`src/rtl/darkriscv_data_bridge.sv`:
```
// Bridges the darkriscv strobe-style data port onto a held request/response memory port.
// Sub-word stores become read-modify-write; misaligned or timed-out accesses set a sticky error.
module darkriscv_data_bridge #(
    parameter int unsigned TIMEOUT_CYCLES  = 1024,
    parameter logic [31:0] ERROR_READ_DATA = 32'hFFFFFFFF
) (
    input  logic        clk,
    input  logic        reset,
    input  logic        core_drd,
    input  logic        core_dwr,
    input  logic [31:0] core_daddr,
    input  logic [31:0] core_datao,
    input  logic [2:0]  core_dlen,
    output logic [31:0] core_datai,
    output logic        core_hlt,
    output logic        mem_read,
    output logic        mem_write,
    output logic [31:0] mem_address,
    output logic [31:0] mem_write_data,
    input  logic [31:0] mem_read_data,
    input  logic        mem_response,
    output logic        err
);

    localparam int unsigned CNT_W = (TIMEOUT_CYCLES > 1) ? $clog2(TIMEOUT_CYCLES) : 1;
    localparam logic [CNT_W-1:0] CNT_LAST = CNT_W'(TIMEOUT_CYCLES - 1);

    typedef enum logic [2:0] {IDLE, READ, RMW_READ, RMW_WRITE, WRITE, DONE} state_t;

    state_t           state_q, state_d;
    logic [31:0]      addr_q, addr_d;
    logic [31:0]      data_q, data_d;
    logic [2:0]       dlen_q, dlen_d;
    logic [CNT_W-1:0] cnt_q, cnt_d;
    logic             mem_read_q, mem_read_d;
    logic             mem_write_q, mem_write_d;
    logic             err_q, err_d;
    logic [31:0]      datai_q, datai_d;
    logic             strobe;
    logic             timed_out;
    logic [31:0]      bit_mask;

    function automatic logic [3:0] byte_mask(input logic [2:0] dlen, input logic [1:0] a);
        case (dlen)
            3'b001:  byte_mask = 4'b0001 << a;
            3'b010:  byte_mask = 4'b0011 << a;
            default: byte_mask = 4'b1111;
        endcase
    endfunction

    function automatic logic [31:0] expand_mask(input logic [3:0] m);
        expand_mask = {{8{m[3]}}, {8{m[2]}}, {8{m[1]}}, {8{m[0]}}};
    endfunction

    function automatic logic is_aligned(input logic [2:0] dlen, input logic [1:0] a);
        case (dlen)
            3'b001:  is_aligned = 1'b1;
            3'b010:  is_aligned = ~a[0];
            3'b100:  is_aligned = (a == 2'b00);
            default: is_aligned = 1'b0;
        endcase
    endfunction

    always_comb begin
        strobe    = core_drd | core_dwr;
        timed_out = (cnt_q == CNT_LAST);
        bit_mask  = expand_mask(byte_mask(dlen_q, addr_q[1:0]));

        state_d     = state_q;
        addr_d      = addr_q;
        data_d      = data_q;
        dlen_d      = dlen_q;
        cnt_d       = cnt_q;
        mem_read_d  = mem_read_q;
        mem_write_d = mem_write_q;
        err_d       = err_q;
        datai_d     = datai_q;

        case (state_q)
            IDLE: begin
                if (strobe) begin
                    addr_d = core_daddr;
                    data_d = core_datao;
                    dlen_d = core_dlen;
                    cnt_d  = '0;
                    if (!is_aligned(core_dlen, core_daddr[1:0])) begin
                        err_d   = 1'b1;
                        state_d = DONE;
                        if (core_drd) datai_d = ERROR_READ_DATA;
                    end else if (core_drd) begin
                        mem_read_d = 1'b1;
                        state_d    = READ;
                    end else if (core_dlen == 3'b100) begin
                        mem_write_d = 1'b1;
                        state_d     = WRITE;
                    end else begin
                        mem_read_d = 1'b1;
                        state_d    = RMW_READ;
                    end
                end
            end
            READ, RMW_READ: begin
                if (mem_response) begin
                    mem_read_d = 1'b0;
                    cnt_d      = '0;
                    if (state_q == READ) begin
                        datai_d = mem_read_data;
                        state_d = DONE;
                    end else begin
                        // The merged word replaces the captured store data and is held for the write.
                        data_d      = (mem_read_data & ~bit_mask) | (data_q & bit_mask);
                        mem_write_d = 1'b1;
                        state_d     = RMW_WRITE;
                    end
                end else if (timed_out) begin
                    mem_read_d = 1'b0;
                    err_d      = 1'b1;
                    state_d    = DONE;
                    if (state_q == READ) datai_d = ERROR_READ_DATA;
                end else begin
                    cnt_d = cnt_q + 1'b1;
                end
            end
            WRITE, RMW_WRITE: begin
                if (mem_response) begin
                    mem_write_d = 1'b0;
                    state_d     = DONE;
                end else if (timed_out) begin
                    mem_write_d = 1'b0;
                    err_d       = 1'b1;
                    state_d     = DONE;
                end else begin
                    cnt_d = cnt_q + 1'b1;
                end
            end
            DONE:    state_d = IDLE;
            default: state_d = IDLE;
        endcase
    end

    always_ff @(posedge clk or posedge reset) begin
        if (reset) begin
            state_q     <= IDLE;
            addr_q      <= '0;
            data_q      <= '0;
            dlen_q      <= '0;
            cnt_q       <= '0;
            mem_read_q  <= 1'b0;
            mem_write_q <= 1'b0;
            err_q       <= 1'b0;
            datai_q     <= '0;
        end else begin
            state_q     <= state_d;
            addr_q      <= addr_d;
            data_q      <= data_d;
            dlen_q      <= dlen_d;
            cnt_q       <= cnt_d;
            mem_read_q  <= mem_read_d;
            mem_write_q <= mem_write_d;
            err_q       <= err_d;
            datai_q     <= datai_d;
        end
    end

    // The stall is raised combinationally in the capture cycle so the core never runs past a strobe.
    assign core_hlt       = ((state_q != IDLE) && (state_q != DONE)) || ((state_q == IDLE) && strobe);
    assign mem_read       = mem_read_q;
    assign mem_write      = mem_write_q;
    assign mem_address    = {addr_q[31:2], 2'b00};
    assign mem_write_data = data_q;
    assign core_datai     = datai_q;
    assign err            = err_q;

endmodule

```
`config.mk`:
```
export PLATFORM = sky130hd
export DESIGN_NAME = darkriscv_data_bridge
export DESIGN_NICKNAME = d
export VERILOG_FILES = /design/src/rtl/darkriscv_data_bridge.sv
export SDC_FILE = /design/constraint.sdc
export NUM_CORES = 1
export LEC_CHECK = 0
export CAP_MARGIN = 20
export CORE_MARGIN = 2
export CORE_UTILIZATION = 40
export CTS_BUF_LIST = sky130_fd_sc_hd__clkbuf_16
export CTS_CLUSTER_DIAMETER = 150
export CTS_CLUSTER_SIZE = 40
export DETAILED_ROUTE_END_ITERATION = 6
export PLACE_DENSITY = 0.77
export SLEW_MARGIN = 20
export SYNTH_ARGS = -nofsm -noshare
export SYNTH_HDL_FRONTEND = slang
export SYNTH_SLANG_ARGS = --single-unit
```
`constraint.sdc`:
```
create_clock -name clk -period 3.55 [get_ports clk]
set_clock_uncertainty 0.05 [all_clocks]
set_input_delay 0.5325 -clock clk [delete_from_list [all_inputs] [get_ports clk]]
set_output_delay 0.5325 -clock clk [all_outputs]
set_load 0.05 [all_outputs]
```
# == Yosys cells after proc, flatten, opt, wreduce, memory -nomap -nowiden ==
# Cells that the tools add are included.
# op_classes
add_sub_neg,1
eq_ne,26
shift,2
n_mux,49
bitwise,6
reduce_logical,19
# op_table
operator,n
32-bit 2-to-1 mux,10
32-bit one-hot mux with 2 select lines,2
32-bit bitwise AND,2
10-bit 2-to-1 mux,4
32-bit NOT,1
32-bit OR,1
10-bit one-hot mux with 3 select lines,1
3-bit 2-to-1 mux,8
2-bit != test (second input constant),11
1-bit 2-to-1 mux,18
3-bit by 2-bit equality test with 1-bit output (second input constant),4
3-bit != test (second input constant),4
10-bit by 1-bit adder with 10-bit output (second input constant),1
10-bit equality test (second input constant),1
5-bit AND reduction,2
3-bit by 1-bit equality test with 1-bit output (second input constant),3
3-bit one-hot mux with 3 select lines,1
4-bit one-hot mux with 2 select lines,1
8-bit AND reduction,1
3-bit equality test (second input constant),2
1-bit one-hot mux with 3 select lines,2
6-bit AND reduction,1
3-bit nonzero test,2
1-bit one-hot mux with 2 select lines,2
15 further kinds,18
# totals
ff_bits,115
inputBits,104
output_inout_bits,100
wordCells,112

# == Depth between registers and ports, before layout ==
# Gate-level depths: netlist of run 1.
# logic_depth
ltp_word,8
depth_mapped,8
ltp_nobuf,6

# == Worst setup path after synthesis of run 1 ==
# OpenSTA, ideal clock, no wires.
# synth_timing
path_kind,input to output
from,in core_drd
to,out core_hlt
t_arrival_ns,1.591
t_required_ns,2.967
setup_slack_ns,1.376
path_stages,5
n_path_buf,1
path_cell_list,clkbuf_1 or2_2 nor3_1 a21oi_1 or2_2
# synth_via
elab_chain_len,3
# synth_lines
item,line,rtl
from (decl),9,"input logic core_drd,"
1-bit OR,65,strobe = core_drd | core_dwr;
1-bit logical AND,166,assign core_hlt = ((state_q != IDLE) && (state_q != DONE)) || ((state_q == IDLE) && strobe);
1-bit logical OR,166,
to (decl),15,"output logic core_hlt,"
# No other way between the ends.

# == Worst setup path in the final report of run 1 ==
# Same ends and word-level chain as after synthesis.

==> results.md, run 1 <==
- The flow ran to the end, and the final reports show no timing, DRC or antenna violations.
- The instance count of the mapped netlist is 523.
- CTS saw 115 sinks.
- The multi-input combinational cells in the finished layout cover a total of 2100 um2.
- In the synthesized netlist the dominant register cell turns out to be sky130_fd_sc_hd__dfrtp_1.
- For the worst-skew pair, the clock arrives at the later sink with an insertion delay of 400 ps.
- The worst relative slew slack is 52.4%.
- Post-CTS timing repair inserted 0 buffers for setup.
- The number of antenna violations at the first check in global routing is 0.
- The post-synthesis area per instance is 10.3 um2.
- After filler insertion, the fill cell instance count of the layout stands at 1069.
- TritonCTS built the clock tree.
- The cell area that synthesis handed to floorplanning was 5370 um2.
- The largest total area in the synthesized netlist belongs to sky130_fd_sc_hd__dfrtp_1.
- The worst setup path is captured at an output port.
- The share of flip-flops with an asynchronous set or reset is 100%.
- The congestion estimate from routability-driven global placement came to 0.775.
- Subtracting the final worst setup slack from the clock period gives 2750 ps.
- The first-pass detailed-route iteration total is 4.
- The final route contains 4655 vias.
- The count of cell types in the netlist is 53.
- At the pin with the least slew margin, the transition time is 708 ps.
- The final max-slew violation count is 0.
- The total number of placement rows is 42.
- The longest clock path from root to sink contains 2 buffers.
- The power density of the placed cells is 1090 nW/um2.
- The tree is rooted in a sky130_fd_sc_hd__clkbuf_16.
- The peak clock frequency supported by timing is 363 MHz.
- Once detailed placement completed, the half-perimeter wirelength came to 10.4 mm.
- The leakage power total is 3.14 nW.
- The required time at the endpoint of the critical path is 2970 ps.
- The final worst-path cycle share is 77.5%.
- Global routing consumed, over all layers together, 20.2% of the routing resources.
- The total core area is 13200 um2.
- The total count of hold-check failures in the final report is 0.
- The number of global-route vias before repair is 4565.
- From synthesis to final layout, the design area changed by 45.9%.
- Sorting the synthesized cells by how often they occur yields sky130_fd_sc_hd__dfrtp_1, sky130_fd_sc_hd__nor2_1, sky130_fd_sc_hd__a21oi_1, sky130_fd_sc_hd__buf_4, sky130_fd_sc_hd__o22ai_1.
- Summed over all layers, the global routing overflow is 0.
- Clock-pin slew was measured on the worst setup and hold paths at 50 ps.
- The cell with the most instances after synthesis is sky130_fd_sc_hd__dfrtp_1.
- The max-cap violation count is 0.
- The number of H-tree branching levels is 4.
- The via-per-instance ratio is 5.28.
- The first global-routing pass estimated 22.7 mm of wire.
- In this run, synthesis inferred 0 flip-flops with an integrated enable.
- The path type of the worst setup path is primary input to output port.
- The yosys synthesis warning count is 0.
- The worst min-delay path class is flop to flop.
- For the final routed database, the setup TNS stands at 0 ps.
- The final design instance area without fill is 7830 um2.
- Entering global routing, the biggest net connects 116 pins.
- The number of DRC markers in iteration 0 is 292.
- Once the floorplan was initialized, standard cells occupied 40.7% of the core.
- Sequential elements use 53.6% of the synthesized area.
- The maximum single-stage delay on the critical path is 560 ps.
- Setup violations remaining at the end of the flow were counted as 0.
- Setup repair after global routing left no endpoint under its margin.
- The number of buffers inserted for hold repair after clock tree synthesis is 0.
- The worst-case hold slack is 445 ps.
- The arrival time of the worst setup path is 2170 ps.
- Cells with a size suffix above 1 make up 11.9% of the layout.
- Traced cell by cell, the critical path runs through clkdlybuf4s50_1 > or2_2 > nor3_1 > a21oi_1 > or2_2 > buf_4.
- The port buffer count is 201.
- The number of primary I/O pins is 204.
- Summing all flip-flop and latch instances after layout gives 2880 um2.
- The wire length per cell after detailed routing is 16.3 um.
- The overall die width is 120 um.
- The fraction of post-synthesis cell area in the top cell type by area is 53.6%.
- By area the synthesized netlist is led by sky130_fd_sc_hd__dfrtp_1, sky130_fd_sc_hd__nor2_1, sky130_fd_sc_hd__mux2_2.
- The final layout contains routed wiring with a total length of 14.4 mm.
- The die covers 14400 um2.
- The worst setup path is launched from a primary input.
- The cell that appears most often on the critical path is sky130_fd_sc_hd__or2_2.
- For this design, the slowest cell found on the critical path is sky130_fd_sc_hd__clkdlybuf4s50_1.
- The placed instance area is 7320 um2.
- The vertical extent of the die is 120 um.
- In this run, CTS created clock tree buffers numbering 17.
- In the routed design, unresolved DRC markers number 0.
- The synthesis-stage register bit count is 115.
- The total number of nets in the final design is 797.
- The number of antenna-violating nets in the routed design is 0.
- The peak supply drop is 0.581 mV.
- The post-cts gate resize count is 0.
- The largest fanout on the critical path is 9.
- The number of antenna diodes in the final layout is 0.
==> cells by family (layout without fill, tap and decap cells) <==
| family | count (synthesis) | in the layout | synth area share [%] |
|---|---|---|---|
| simple gates | 154 | 154 | 12.7 |
| compound gates | 147 | 147 | 18.1 |
| flops | 115 | 115 | 53.6 |
| buf+inv | 67 | 248 | 7.62 |
| mux | 31 | 31 | 6.48 |
| xor+xnor | 7 | 7 | 1.14 |
| fa+ha+maj | 1 | 1 | 0.233 |
| other cells | 1 | 2 | 0.0699 |
==> cells in the final DEF, fill, tap and decap left out, drive strengths merged, types with 17 or more instances in the layout <==
master / count
o22ai: 34
a21oi: 56
a2bb2oi: 24
clkdlybuf4s50: 200
nand2: 19
mux2: 30
dfrtp: 115
clkbuf: 17
nor2: 92
==> per-layer routing <==
metal	vias to the layer above	wire (um)	GRT usage, %	part of all wire (%)
li1	2186	-	-	-
met5	-	0	0	0
met4	0	346	9.26	2.4
met1	2229	6000	24.6	42
met2	211	6870	33.1	48
met3	29	1150	6.13	8.0
==> per-stage QoR <==
step                      worst slack [ps]  std cells  utilization, %  power, W
final                                  799        881            59.4   0.00853
after global routing                   723        881            59.4   0.00895
after floorplan                       1380        524               -   0.00577
after CTS                              814        881            59.4   0.00860
after detailed placement               651        849            55.5   0.00713
after global placement                 710        849            55.5   0.00702
==> layout make-up <==
cell class	count	area share, %
inverters	6	0.336
flip-flops and latches	115	36.8
clock inverters	15	1.01
clock buffers	17	5.43
well taps	176	2.81
repair buffers	210	26.8
multi-input cells	342	26.8
==> power breakdown <==
group          switching [W]  internal, W
sequential          0.000378      0.00189
combinational        0.00312      0.00170
clock               0.000568     0.000866
==> worst max-delay path, delay by kind of cell <==
family	cells	cell delay, ps
buf+inv	2	760
compound gates	1	50
simple gates	3	820
==> worst paths after layout <==
check	startpoint	to	slack (ps)	depth (start not counted)
worst max-delay path	core_drd	core_hlt	800	6
worst min-delay path	dlen_q[1]	dlen_q[1]	450	2
worst max register to register	cnt_q[0]	core_datai[1]	1040	7
worst min register to register	dlen_q[1]	dlen_q[1]	450	2
max in group asynchronous	reset	core_datai[15]	2390	3
min in group asynchronous	reset	cnt_q[9]	630	3
Note: power is estimated with default switching activity, not from simulation.
==> run 2, diff against run 1 <==
--- a/config.mk
+++ b/config.mk
@@ -7,12 +7,12 @@
 export LEC_CHECK = 0
 export CAP_MARGIN = 20
 export CORE_MARGIN = 2
-export CORE_UTILIZATION = 40
+export CORE_UTILIZATION = 44
 export CTS_BUF_LIST = sky130_fd_sc_hd__clkbuf_16
 export CTS_CLUSTER_DIAMETER = 150
 export CTS_CLUSTER_SIZE = 40
 export DETAILED_ROUTE_END_ITERATION = 6
-export PLACE_DENSITY = 0.77
+export PLACE_DENSITY = 0.8
 export SLEW_MARGIN = 20
 export SYNTH_ARGS = -nofsm -noshare
 export SYNTH_HDL_FRONTEND = slang
==> constraint.sdc (replaced) <==
create_clock -name clk -period 2.6 [get_ports clk]
set_clock_uncertainty 0.05 [all_clocks]
set_input_delay 0.39 -clock clk [delete_from_list [all_inputs] [get_ports clk]]
set_output_delay 0.39 -clock clk [all_outputs]
set_load 0.05 [all_outputs]
==> run 2 against run 1 <==
  * Core utilization is 7.5 points higher
  * Hold slack worse by 66 ps
  * Die area is 8.8% lower
  * Non-clock buffer count is 9 higher
  * Cell area is 2.1% higher
  * Critical path depth is 1 higher
  * Combinational power is 39% higher
  * Global-route usage is 4.0 points higher
  * First-iteration DRC count is 55% higher
  * Count of clock-buffer cells in the layout stayed put
  * Critical path type is now flop to flop
  * Largest power group unchanged
  * Highest routed layer is now met5
==> results.md, run 2 (synthesis gave the netlist of run 1 again) <==
- The flow ran to the end, and the final reports show no timing, DRC or antenna violations.
- The final estimated routing congestion in global placement is 0.841 (+8.4%).
- The arrival time of the worst setup path is 2710 ps (+540 ps).
- The fraction of layout cells with a size suffix above 1 is 13.0% (+1.1 points).
- Setup repair after global routing left no endpoint under its margin.
- The library cells used most frequently in the layout, excluding fill and tap cells, are sky130_fd_sc_hd__clkdlybuf4s50_1, sky130_fd_sc_hd__dfrtp_1, sky130_fd_sc_hd__nor2_1.
- The number of primary I/O pins is 204 (unchanged).
- The via-per-instance ratio came to 5.56 (+5.3%).
- The area overhead of the layout relative to synthesis is 49.0%.
- The worst register-to-register path begins at cnt_q[0].
- The port buffer count was 201 (unchanged).
- The total count of hold-check failures in the final report came to 0 (unchanged).
- The number of buffers inserted for hold repair after clock tree synthesis came to 0 (unchanged).
- The final routed wirelength across all metal layers came to 15.6 mm (+8.2%).
- The cell at the root of the clock tree is sky130_fd_sc_hd__clkbuf_16.
- The power spent charging and discharging nets is 0.00568 W (+39%).
- The required time at the endpoint of the critical path is 2880 ps (-90 ps).
- The summed negative setup slack over all endpoints is 0 ps (unchanged).
- The total core area was 12000 um2 (-9.3%).
- The path type of the worst setup path is flop to flop.
- The power density of the placed cells was 1530 nW/um2 (+41%).
- The final critical path takes up 93.6% of the cycle.
- The total number of placement rows was 40 (-4.8%).
- The later-pin clock latency in the skew report came to 400 ps (about the same).
- The number of antenna violations at the first check in global routing is 0 (unchanged).
- The overall die width is 114 um (-4.5%).
- The vertical extent of the die is 114 um (-4.5%).
- The maximum clock insertion buffer count is 2 (unchanged).
- The number of CTS-inserted buffers is 17 (unchanged).
- The total number of nets in the final design is 806 (+1.1%).
- The min-delay analysis places its worst path in the category primary input to asynchronous set/reset pin.
- The first-pass detailed-route iteration total was 5 (+1).
- The number of setup buffers added after CTS is 0 (unchanged).
- Derived from the worst setup path, the maximum achievable clock frequency is 411 MHz.
- The effective utilization at floorplan was 44.9% (+4.2 points).
- The clock sink total came to 115 (unchanged).
- The capturing instance or port of the critical path is core_datai[17].
- The share of total power in combinational logic is 54.9% (-1.6 points).
- The worst relative slew slack came to 56.5% (+4.1 points).
- The worst setup path is launched from a flop.
- The most common library cell in the layout ignoring fill and taps is sky130_fd_sc_hd__clkdlybuf4s50_1.
- The fraction of power spent switching nets is 46.3% (-1.4 points).
- The start point of the critical path is cnt_q[0].
- The post-cts gate resize count is 0 (unchanged).
- The die footprint came to 13100 um2 (-8.8%).
- The final count of negative-setup-slack endpoints is 0 (unchanged).
- The relative contribution of sequential cells to total power was 25.4% (-1.2 points).
- The leftover overflow at the end of global routing is 0 (unchanged).
- The largest fanout on the critical path is 47 (+38).
- The peak supply drop is 0.847 mV (+46%).
- The worst-case hold slack came to 379 ps (-66.3 ps).
- The clock slew at the register clock pins of the worst setup and hold paths is 60 ps (about the same).
- Counting I/O delays and the setup requirement, the final critical path takes 2430 ps.
- The number of antenna diodes is 0 (unchanged).
- The max-cap violation count came to 0 (unchanged).
- The count of fill cells added during filler insertion is 937 (-12%).
- The total number of vias was 4790 (+2.9%).
- The wire length per cell after detailed routing came to 18.1 um (+11%).
- The number of H-tree branching levels was 4 (unchanged).
- The number of global-route vias before repair is 4892 (+7.2%).
- The relative contribution of the clock network to total power is 19.7% (+2.9 points).
- The register-to-register path setup slack was 170 ps (-870 ps).
- The worst-margin pin slew is 653 ps (-55.5 ps).
- The pin count of the biggest net entering global routing came to 70 (-40%).
- The worst setup path is captured at a flop.
- The capture instance of the worst register-to-register path is core_datai[17].
- The total DRC errors in the routed layout is 0 (unchanged).
- The final max-slew violation count is 0 (unchanged).
- TritonCTS built the clock tree.
- The overall routing resource usage was 24.3% (+4.0 points).
- The cell count of the worst reg-to-reg path is 7 (unchanged).
- The internal cell power is 0.00657 W (+47%).
- The number of antenna-violating nets in the routed design is 0 (unchanged).
- The number of DRC markers in iteration 0 is 453 (+55%).
- The HPWL after detailed placement is 11.1 mm (+7.4%).
- The global-route wire length before repair was 24.6 mm (+8.5%).
- The leakage power total came to 3.22 nW (+2.8%).
run 2: cell types whose count changed in the layout (fill, tap and decap cells not counted), moves of 2 or more:
| cell | before | now |
|---|---|---|
| sky130_fd_sc_hd__buf_12 | 2 | 4 |
| sky130_fd_sc_hd__buf_4 | 8 | 15 |
| sky130_fd_sc_hd__bufinv_16 | 0 | 4 |
| sky130_fd_sc_hd__inv_1 | 8 | 6 |
| sky130_fd_sc_hd__clkinv_2 | 9 | 2 |
| sky130_fd_sc_hd__clkinv_4 | 0 | 2 |
| sky130_fd_sc_hd__clkinv_1 | 0 | 2 |
run 2: per-stage QoR:
step | power [W] | std cells | util (%) | setup WS, ps | cell area (um2)
after global placement | 0.00966 | 829 | 61.7 | 157 | 7380
after CTS | 0.0123 | 861 | 66.9 | 159 | 8000
after detailed placement | 0.00984 | 829 | 61.7 | 106 | 7380
after floorplan | 0.00787 | 524 | - | 524 | 5380
final | 0.0122 | 861 | 66.9 | 168 | 8000
after global routing | 0.0128 | 861 | 66.9 | 32.4 | 8000
run 2: worst min-delay path by stage:
stage | end | slack, ps | cells past startpoint
3_3_place_gp | dlen_q[1] | 430 | 2
5_1_grt | mem_write | 410 | 3
6_report | mem_read | 380 | 3
2_1_floorplan | dlen_q[0] | 410 | 2
3_5_place_dp | mem_read | 440 | 1
4_1_cts | addr_q[27] | 390 | 3
run 2: area by class of cell:
type                    instances  area [um2]  share of cell area, %
well taps                     147         184                   2.30
multi-input cells             342        2100                   26.2
repair buffers                219        2190                   27.4
clock buffers                  17         425                   5.32
flip-flops and latches        115        2880                   36.0
inverters                       6        26.3                  0.329
clock inverters                15         190                   2.38
run 2: routing by layer:
| metal | up-vias | global-route usage, % | wire (um) |
|---|---|---|---|
| li1 | 2197 | - | - |
| met1 | 2350 | 27.9 | 6060 |
| met2 | 209 | 41.4 | 7780 |
| met3 | 32 | 8.31 | 1280 |
| met4 | 2 | 10.2 | 418 |
| met5 | - | 0 | 5 |
run 2: power by group through the flow:
stage | clock network, W | logic [W] | registers, W
after global routing | 0.00254 | 0.00707 | 0.00322
after floorplan | 0 | 0.00323 | 0.00465
after global placement | 0 | 0.00657 | 0.00308
final | 0.00241 | 0.00672 | 0.00312
after CTS | 0.00245 | 0.00675 | 0.00312
after detailed placement | 0 | 0.00671 | 0.00313
run 2: critical path: stages (launching register included):
cell,delay [ps]
sky130_fd_sc_hd__dfrtp_1,400
sky130_fd_sc_hd__ha_1,230
sky130_fd_sc_hd__nand3_2,120
sky130_fd_sc_hd__or3_1,560
sky130_fd_sc_hd__a221oi_4,480
sky130_fd_sc_hd__buf_12,270
sky130_fd_sc_hd__nor2_1,80
sky130_fd_sc_hd__a21oi_1,140
